`src/rtl/lsu_defs.sv`:
```
// Shared definitions for the load/store unit: access-size codes, FSM state
// encodings and the default byte address of data-memory word 0.
package lsu_defs;

  localparam logic [1:0] SIZE_B = 2'b00;
  localparam logic [1:0] SIZE_H = 2'b01;
  localparam logic [1:0] SIZE_W = 2'b10;

  localparam logic [31:0] LSU_ADDR_BASE = 32'h1001_0000;

  typedef enum logic [2:0] {
    ST_IDLE  = 3'd0,
    ST_RD    = 3'd1,
    ST_MERGE = 3'd2,
    ST_WR    = 3'd3,
    ST_ERR   = 3'd4
  } lsu_state_t;

endpackage

```
`src/rtl/lsu_lane_align.sv`:
```
// Byte-lane steering for the load/store unit: extracts and extends the load
// field, and merges store data into the memory word for read-modify-write.
module lsu_lane_align
  import lsu_defs::*;
(
  input  logic [1:0]  size,
  input  logic        uns,
  input  logic [1:0]  lane,
  input  logic [31:0] mem_word,
  input  logic [31:0] store_data,
  output logic [31:0] load_val,
  output logic [31:0] merge_word
);

  logic [7:0]  byte_sel;
  logic [15:0] half_sel;
  logic        sext;

  always_comb begin
    byte_sel = mem_word[8*lane +: 8];
    half_sel = lane[1] ? mem_word[31:16] : mem_word[15:0];
    sext     = ~uns;
    case (size)
      SIZE_B:  load_val = {{24{sext & byte_sel[7]}}, byte_sel};
      SIZE_H:  load_val = {{16{sext & half_sel[15]}}, half_sel};
      default: load_val = mem_word;
    endcase
  end

  // Each byte lane independently picks new store data or keeps the memory byte.
  genvar gi;
  generate
    for (gi = 0; gi < 4; gi++) begin : g_lane
      localparam logic [1:0] LANE = 2'(gi);
      logic       sel;
      logic [7:0] src;

      always_comb begin
        sel = 1'b1;
        src = store_data[8*gi +: 8];
        case (size)
          SIZE_B: begin
            sel = (lane == LANE);
            src = store_data[7:0];
          end
          SIZE_H: begin
            sel = (lane[1] == LANE[1]);
            src = store_data[8*(gi%2) +: 8];
          end
          default: ;
        endcase
      end

      assign merge_word[8*gi +: 8] = sel ? src : mem_word[8*gi +: 8];
    end
  endgenerate

endmodule

```
`src/rtl/load_store_unit.sv`:
```
// Load/store unit between the MEM stage and a word-wide synchronous data memory.
// Optional misalignment trapping is enabled by defining LSU_ALIGN_CHECK_EN.
module load_store_unit
  import lsu_defs::*;
#(
  parameter logic [31:0] ADDR_BASE = LSU_ADDR_BASE,
  parameter int          MEM_AW    = 10
) (
  input  logic              clk,
  input  logic              rst_n,
  input  logic              req,
  input  logic              we,
  input  logic [1:0]        size,
  input  logic              uns,
  input  logic [31:0]       addr,
  input  logic [31:0]       wdata,
  output logic [31:0]       rdata,
  output logic              done,
  output logic              err,
  output logic              busy,
  output logic              dmem_rena,
  output logic              dmem_wena,
  output logic [MEM_AW-1:0] dmem_addr,
  output logic [31:0]       dmem_wdata,
  input  logic [31:0]       dmem_rdata
);

  lsu_state_t        state_reg, state_next;
  logic              we_reg, uns_reg;
  logic [1:0]        size_reg, lane_reg;
  logic [MEM_AW-1:0] waddr_reg;
  logic [31:0]       wdata_reg, rdata_reg;
  logic              done_reg;

  logic [31:0] off;
  logic [1:0]  size_in, lane_in;
  logic        unused_off_hi;
  logic [31:0] load_val, merge_word;

  assign off           = addr - ADDR_BASE;
  assign size_in       = (size == 2'b11) ? SIZE_W : size;
  assign unused_off_hi = ^off[31:MEM_AW+2];

`ifdef LSU_ALIGN_CHECK_EN
  logic misaligned;
  logic err_reg;

  assign misaligned = ((size_in == SIZE_H) && off[0]) ||
                      ((size_in == SIZE_W) && (off[1:0] != 2'b00));
  assign lane_in    = off[1:0];
  assign err        = err_reg;
`else
  // Without trapping, misaligned halves/words are quietly aligned down.
  always_comb begin
    case (size_in)
      SIZE_H:  lane_in = {off[1], 1'b0};
      SIZE_W:  lane_in = 2'b00;
      default: lane_in = off[1:0];
    endcase
  end
  assign err = 1'b0;
`endif

  lsu_lane_align u_lane_align (
    .size       (size_reg),
    .uns        (uns_reg),
    .lane       (lane_reg),
    .mem_word   (dmem_rdata),
    .store_data (wdata_reg),
    .load_val   (load_val),
    .merge_word (merge_word)
  );

  always_comb begin
    state_next = state_reg;
    case (state_reg)
      ST_IDLE: begin
        if (req) begin
`ifdef LSU_ALIGN_CHECK_EN
          if (misaligned) state_next = ST_ERR;
          else
`endif
          if (we && (size_in == SIZE_W)) state_next = ST_WR;
          else                           state_next = ST_RD;
        end
      end
      ST_RD:    state_next = ST_MERGE;
      ST_MERGE: state_next = ST_IDLE;
      ST_WR:    state_next = ST_IDLE;
      ST_ERR:   state_next = ST_IDLE;
      default:  state_next = ST_IDLE;
    endcase
  end

  always_ff @(posedge clk or negedge rst_n) begin
    if (!rst_n) begin
      state_reg <= ST_IDLE;
      we_reg    <= 1'b0;
      uns_reg   <= 1'b0;
      size_reg  <= 2'b00;
      lane_reg  <= 2'b00;
      waddr_reg <= '0;
      wdata_reg <= 32'd0;
      rdata_reg <= 32'd0;
      done_reg  <= 1'b0;
    end else begin
      state_reg <= state_next;
      done_reg  <= (state_reg == ST_MERGE) || (state_reg == ST_WR) ||
                   (state_reg == ST_ERR);
      if ((state_reg == ST_IDLE) && req) begin
        we_reg    <= we;
        uns_reg   <= uns;
        size_reg  <= size_in;
        lane_reg  <= lane_in;
        waddr_reg <= off[MEM_AW+1:2];
        wdata_reg <= wdata;
      end
      if ((state_reg == ST_MERGE) && !we_reg) rdata_reg <= load_val;
    end
  end

`ifdef LSU_ALIGN_CHECK_EN
  always_ff @(posedge clk or negedge rst_n) begin
    if (!rst_n) err_reg <= 1'b0;
    else        err_reg <= (state_reg == ST_ERR);
  end
`endif

  // Enables decode from state alone so an asynchronous reset kills them at once.
  assign dmem_rena  = (state_reg == ST_RD);
  assign dmem_wena  = ((state_reg == ST_MERGE) && we_reg) || (state_reg == ST_WR);
  assign dmem_addr  = waddr_reg;
  assign dmem_wdata = merge_word;
  assign busy       = (state_reg != ST_IDLE);
  assign rdata      = rdata_reg;
  assign done       = done_reg;

endmodule

```
`config.mk`:
```
export PLATFORM = sky130hd
export DESIGN_NAME = load_store_unit
export DESIGN_NICKNAME = d
export VERILOG_FILES = /design/src/rtl/lsu_defs.sv /design/src/rtl/lsu_lane_align.sv /design/src/rtl/load_store_unit.sv
export SDC_FILE = /design/constraint.sdc
export NUM_CORES = 1
export LEC_CHECK = 0
export CELL_PAD_IN_SITES_DETAIL_PLACEMENT = 1
export CELL_PAD_IN_SITES_GLOBAL_PLACEMENT = 2
export CORE_MARGIN = 1.5
export CORE_UTILIZATION = 28
export CTS_CLUSTER_SIZE = 8
export DETAILED_ROUTE_END_ITERATION = 10
export HOLD_SLACK_MARGIN = 0.03
export PLACE_DENSITY = 0.88
export SYNTH_ARGS = -nofsm -noshare
export SYNTH_HDL_FRONTEND = slang
export SYNTH_SLANG_ARGS = --single-unit
```
`constraint.sdc`:
```
create_clock -name clk -period 4.27 [get_ports clk]
set_input_delay 0.427 -clock clk [delete_from_list [all_inputs] [get_ports clk]]
set_output_delay 0.427 -clock clk [all_outputs]
set_load 0.05 [all_outputs]
```
# Word-level counts from Yosys, hierarchy flattened
# Index checks and enable logic that the tools add are counted.
[classes]
add_sub_neg = 1
eq_ne = 12
n_shift = 1
mux = 18
bitwise = 4
n_reduce_logical = 13
[ops]
columns = ["operator", "count"]
rows = [
  ["case mux 32 bit (2 select lines)", 1],
  ["2-to-1 mux 8 bit", 6],
  ["indexed part select 32 x 6 -> 8 bit", 1],
  ["2-to-1 mux 16 bit", 1],
  ["case mux 8 bit (2 select lines)", 1],
  ["subtractor 12 x 1 -> 12 bit, second input constant", 1],
  ["== test 2 bit, second input constant", 4],
  ["case mux 1 bit (2 select lines)", 4],
  ["== test 2 x 1 -> 1 bit, second input constant", 3],
  ["== test 3 x 2 -> 1 bit, second input constant", 2],
  ["case mux 3 bit (2 select lines)", 1],
  ["logical AND 1 bit", 4],
  ["logical NOT 2 bit", 2],
  ["2-to-1 mux 2 bit", 2],
  ["case mux 2 bit (2 select lines)", 1],
  ["== test 3 x 1 -> 1 bit, second input constant", 1],
  ["== test 3 bit, second input constant", 1],
  ["logical NOT 3 bit", 1],
  ["logical OR 1 bit", 3],
  ["2-to-1 mux 3 bit", 1],
  ["nonzero test 3 bit", 1],
  ["AND 1 bit", 2],
  ["!= test 2 bit, second input constant", 1],
  ["NOT 1 bit", 2],
  ["2 further kinds", 2],
]
[totals]
register_bits = 84
inputBits = 103
out_inout_bits = 79
word_cells = 58

# Logic depth before layout (Yosys ltp)
[logic_depth]
ltp_word = 7
mapped_depth = 6

# Modules after synthesis
# A second synthesis with hierarchy kept.
[unflattened]
cells_unflattened = 382
area_unflattened_um2 = 4768.3
[modules_own_cells]
columns = ["mod", "instances", "cells_per_inst", "area_each_um2", "seq_area_each_um2"]
rows = [
  ["load_store_unit", 1, 184, 3153.0, 2077.0],
  ["lsu_lane_align", 1, 198, 1615.3, 0.0],
]

# Worst setup path before layout
# OpenSTA, ideal clock, no wires.
[synth_timing]
kind = "register to output"
from = "reg lane_reg[0]"
to = "out dmem_wdata[24]"
arrival_time_ns = 2.192
required_time_ns = 3.843
setup_slack_ns = 1.651
stages_incl_launch_ff = 6
path_cell_list = "dfrtp_1 or2_2 a21oi_2 or2_2 buf_2 o21ai_0"
[synth_between]
elab_chain_cells = 3
[synth_lines]
columns = ["element", "line_no", "text"]
rows = [
  ["start, declared", "load_store_unit.sv:30", "logic [1:0] size_reg, lane_reg;"],
  ["start signal, assigned", "load_store_unit.sv:114", "lane_reg <= lane_in;"],
  ["== test 2 bit", "lsu_lane_align.sv:43", "sel = (lane == LANE);"],
  ["case mux 1 bit (2 select lines)", "lsu_lane_align.sv:41", "case (size)"],
  ["2-to-1 mux 8 bit", "lsu_lane_align.sv:54", "assign merge_word[8*gi +: 8] = sel ? src : mem_word[8*gi +: 8];"],
  ["end, declared", "load_store_unit.sv:24", "output logic [31:0] dmem_wdata,"],
]
# No other way between the ends.

# Final worst setup path
[layout_timing]
from = "reg lane_reg[1]"
to = "out dmem_wdata[28]"
[layout_between]
elab_chain_cells = 3
[layout_lines]
columns = ["element", "line_no"]
rows = [
  ["== test 2 bit", "lsu_lane_align.sv:43"],
  ["case mux 1 bit (2 select lines) (*)", "lsu_lane_align.sv:41"],
  ["2-to-1 mux 8 bit (*)", "lsu_lane_align.sv:54"],
]
# Mark *: on every way between the ends. The rest lies on a longest branch, timed or not.

==> impl_metrics.py <==
metrics = {
    "outcome": {
        "run_status": "completed",
    },
    "timing": {
        "transition_time_of_the_tightest_slew_check_pin_ns": 1.15,
        "setup_viol_count_final": 0,
        "fin_crit_ns": 3.52,
        "achievable-frequency_mhz": 284,
        "grt_setup_unrepaired": "false",
        "timing.final.max_slew_violations": 0,
        "finalWorstSetupSlack_ns": 0.745,
        "timing_hold_violations_final": 0,
        "finalSetupTns_ns": 0,
        "clock_skew_ns": 0.00498,
        "post-route-period-util_pct": 82.5,
        "slew_headroom_pct": 23.5,
    },
    "routing": {
        "initialDrtViolationCount": 143,
        "drtPass1Iterations": 4,
        "detail_route.vias_per_cell": 5.02,
        "drc": 0,
        "dr_total_vias": 3735,
        "average_routed_wire_per_standard_cell_um": 20.2,
        "drt_total_wl_um": 15000,
        "postRouteAntennaNets": 0,
    },
    "power_and_ir_drop": {
        "intPower_uw": 2530,
        "switching_share_pct": 47.0,
        "pwr-share-seq_pct": 27.3,
        "power_frac_comb_pct": 55.6,
        "power.leakage_uw": 0.00268,
        "worst_ir_drop_vdd_mv": 0.330,
        "power_density_nw_per_um2": 746,
        "p_clk_share_pct": 17.1,
        "p_sw_uw": 2240,
    },
    "layout": {
        "diodes": 0,
        "flow.area_growth_from_synthesis_pct": 46.1,
        "commonest_non_fill_non_tap_cells_in_the_layout": "159 x clkdlybuf4s50_1, 82 x dfrtp_1, 56 x mux2_2",
        "final_layout_size_suffix_gt1_share_pct": 17.3,
        "final_nets": 654,
        "fill_count": 1663,
        "final_common_cell": "clkdlybuf4s50_1",
    },
    "placed_design": {
        "dp_hpwl_um": 11600,
        "final_weighted_congestion_in_routability_driven_placement": 0.808,
        "number_of_input_and_output_port_buffers_inserted": 160,
        "dp_worst_setup_slack_ns": 1.11,
    },
    "global_route": {
        "grt_use_total_pct": 19.1,
        "via_count_of_the_first_global_routing_pass": 4007,
        "gr-total-overflow": 0,
        "global_route_wire_length_before_repair_um": 23500,
        "grt_antenna_before_repair": 0,
        "grt_start_max_net_pins": 84,
    },
    "worst_setup_path": {
        "cp_max_fanout": 19,
        "criticalPathCategory": "flop to primary output",
        "end_kind": "primary output",
        "data_arrival_critical_path_ns": 3.10,
        "cp_data_required_time_ns": 3.84,
        "start_kind": "flop",
    },
    "job": {
        "max_cap_viol_count": 0,
    },
    "clock_tree": {
        "tritoncts_num_sinks": 83,
        "clock-root-buffer": "clkbuf_16",
        "cts_max_path_buffers": 2,
        "cts_hold_buffers": 0,
        "clk_pin_slew_ns": 0.06,
        "post-cts-setup-buffers": 0,
        "tritoncts": "yes",
        "clock_latency_ns": 0.34,
        "cts_resized": 0,
        "cts-htree-levels": 3,
        "cts-buffers-inserted": 9,
    },
    "yosys": {
        "post_synth_instance_area_um2": 4370,
        "synth_edf_count": 0,
        "synth_async_sr_flop_share_pct": 100,
        "synth-seq-area-share_pct": 47.6,
        "ys_dominant_reg_cell": "dfrtp_1",
        "syn_area_per_cell_um2": 10.8,
        "synth_cells": 404,
        "synth.yosys.warnings": 0,
        "synth.distinct_cells": 40,
        "mappedNetlistNets": 507,
        "yosys_register_bits": 83,
    },
    "die": {
        "die_area_um2": 16400,
        "start_util_pct": 28.7,
        "io_pins": 182,
        "core_um2": 15200,
        "die-width_um": 128,
        "die_y_um": 128,
        "placement_rows": 45,
    },
    "worst_hold_path": {
        "hp-class": "input pin to async pin",
    },
}
## synthesized netlist by cell type (3+ instances only)
cell type	instances	area share, %
inv_1	4	0.34
mux2i_1	35	8.0
nand2_1	43	3.7
mux2_2	56	14
o21ai_0	41	4.7
dfrtp_1	83	48
nor3_1	3	0.34
clkbuf_1	9	0.77
and3_1	7	1.0
buf_2	13	1.5
nand3_1	23	2.6
a2bb2oi_1	3	0.60
nor2_1	8	0.69
a221oi_1	4	0.80
a21oi_1	8	0.92
nand3_2	10	2.3
and2_1	7	1.0
nand3b_1	3	0.52
o221ai_1	3	0.60
a22oi_1	8	1.4
or2_2	4	0.57
buf_6	6	1.5
## per-stage QoR
stage	utilization (%)	cell area, um2	std cells	total power [uW]	hold slack, ns
global placement	40.0	6080	728	3930	0.460
CTS	42.0	6380	744	4820	0.328
detailed placement	40.0	6080	728	3980	0.482
floorplan	-	4370	404	3030	0.131
finish	42.0	6380	744	4760	0.283
global route	42.0	6380	744	5000	0.361
## area by class of cell
| cell class | instances | area, um2 | share of cell area (%) |
|---|---|---|---|
| multi-input combinational | 287 | 2100 | 33.0 |
| inverter | 4 | 15.0 | 0.235 |
| clock buffer | 14 | 244 | 3.82 |
| timing repair buffer | 166 | 1640 | 25.8 |
| tap | 188 | 235 | 3.69 |
| sequential | 83 | 2080 | 32.6 |
| clock inverter | 2 | 60.1 | 0.941 |
## worst max-delay path: stages (launching register included)
cell             delay, ns
dfrtp_1               0.88
a21oi_2               0.30
or2_2                 0.44
o21ai_0               0.28
clkdlybuf4s50_1       0.86
## cells by family after synthesis
| kind of cell | count (synthesis) | share of synthesized area (%) |
|---|---|---|
| buffers and inverters | 34 | 4.50 |
| flip-flops | 83 | 47.6 |
| other | 1 | 0.0859 |
| AO/OA/AOI/OAI | 78 | 11.2 |
| multiplexers | 91 | 22.5 |
| AND/OR/NAND/NOR | 117 | 14.2 |
## power groups by stage
stage               clock, uW  sequential, uW  combinational (uW)
floorplan                   0            1790                1240
global route              869            1350                2780
global placement            0            1300                2630
CTS                       837            1310                2670
detailed placement          0            1320                2660
finish                    814            1300                2650
## final timing paths
path / from / end / slack, ns / cells after the start
max: lane_reg[1] / dmem_wdata[28] / 0.75 / 4
min: rst_n / dmem_addr[1] / 0.28 / 1
max reg2reg: size_reg[1] / rdata[16] / 1.70 / 4
min reg2reg: state_reg[1] / done / 0.48 / 0
max in group asynchronous: rst_n / size_reg[1] / 3.25 / 1
min in group clk: state_reg[1] / done / 0.48 / 0
## layer usage
metal	GRT usage [%]	vias to the layer above	wire [um]
met5	0	-	0
met4	7.67	0	371
met3	3.67	24	571
met2	30.4	105	7190
met1	25.7	1859	6890
li1	-	1747	-
Power figures use the tool's default switching activity.
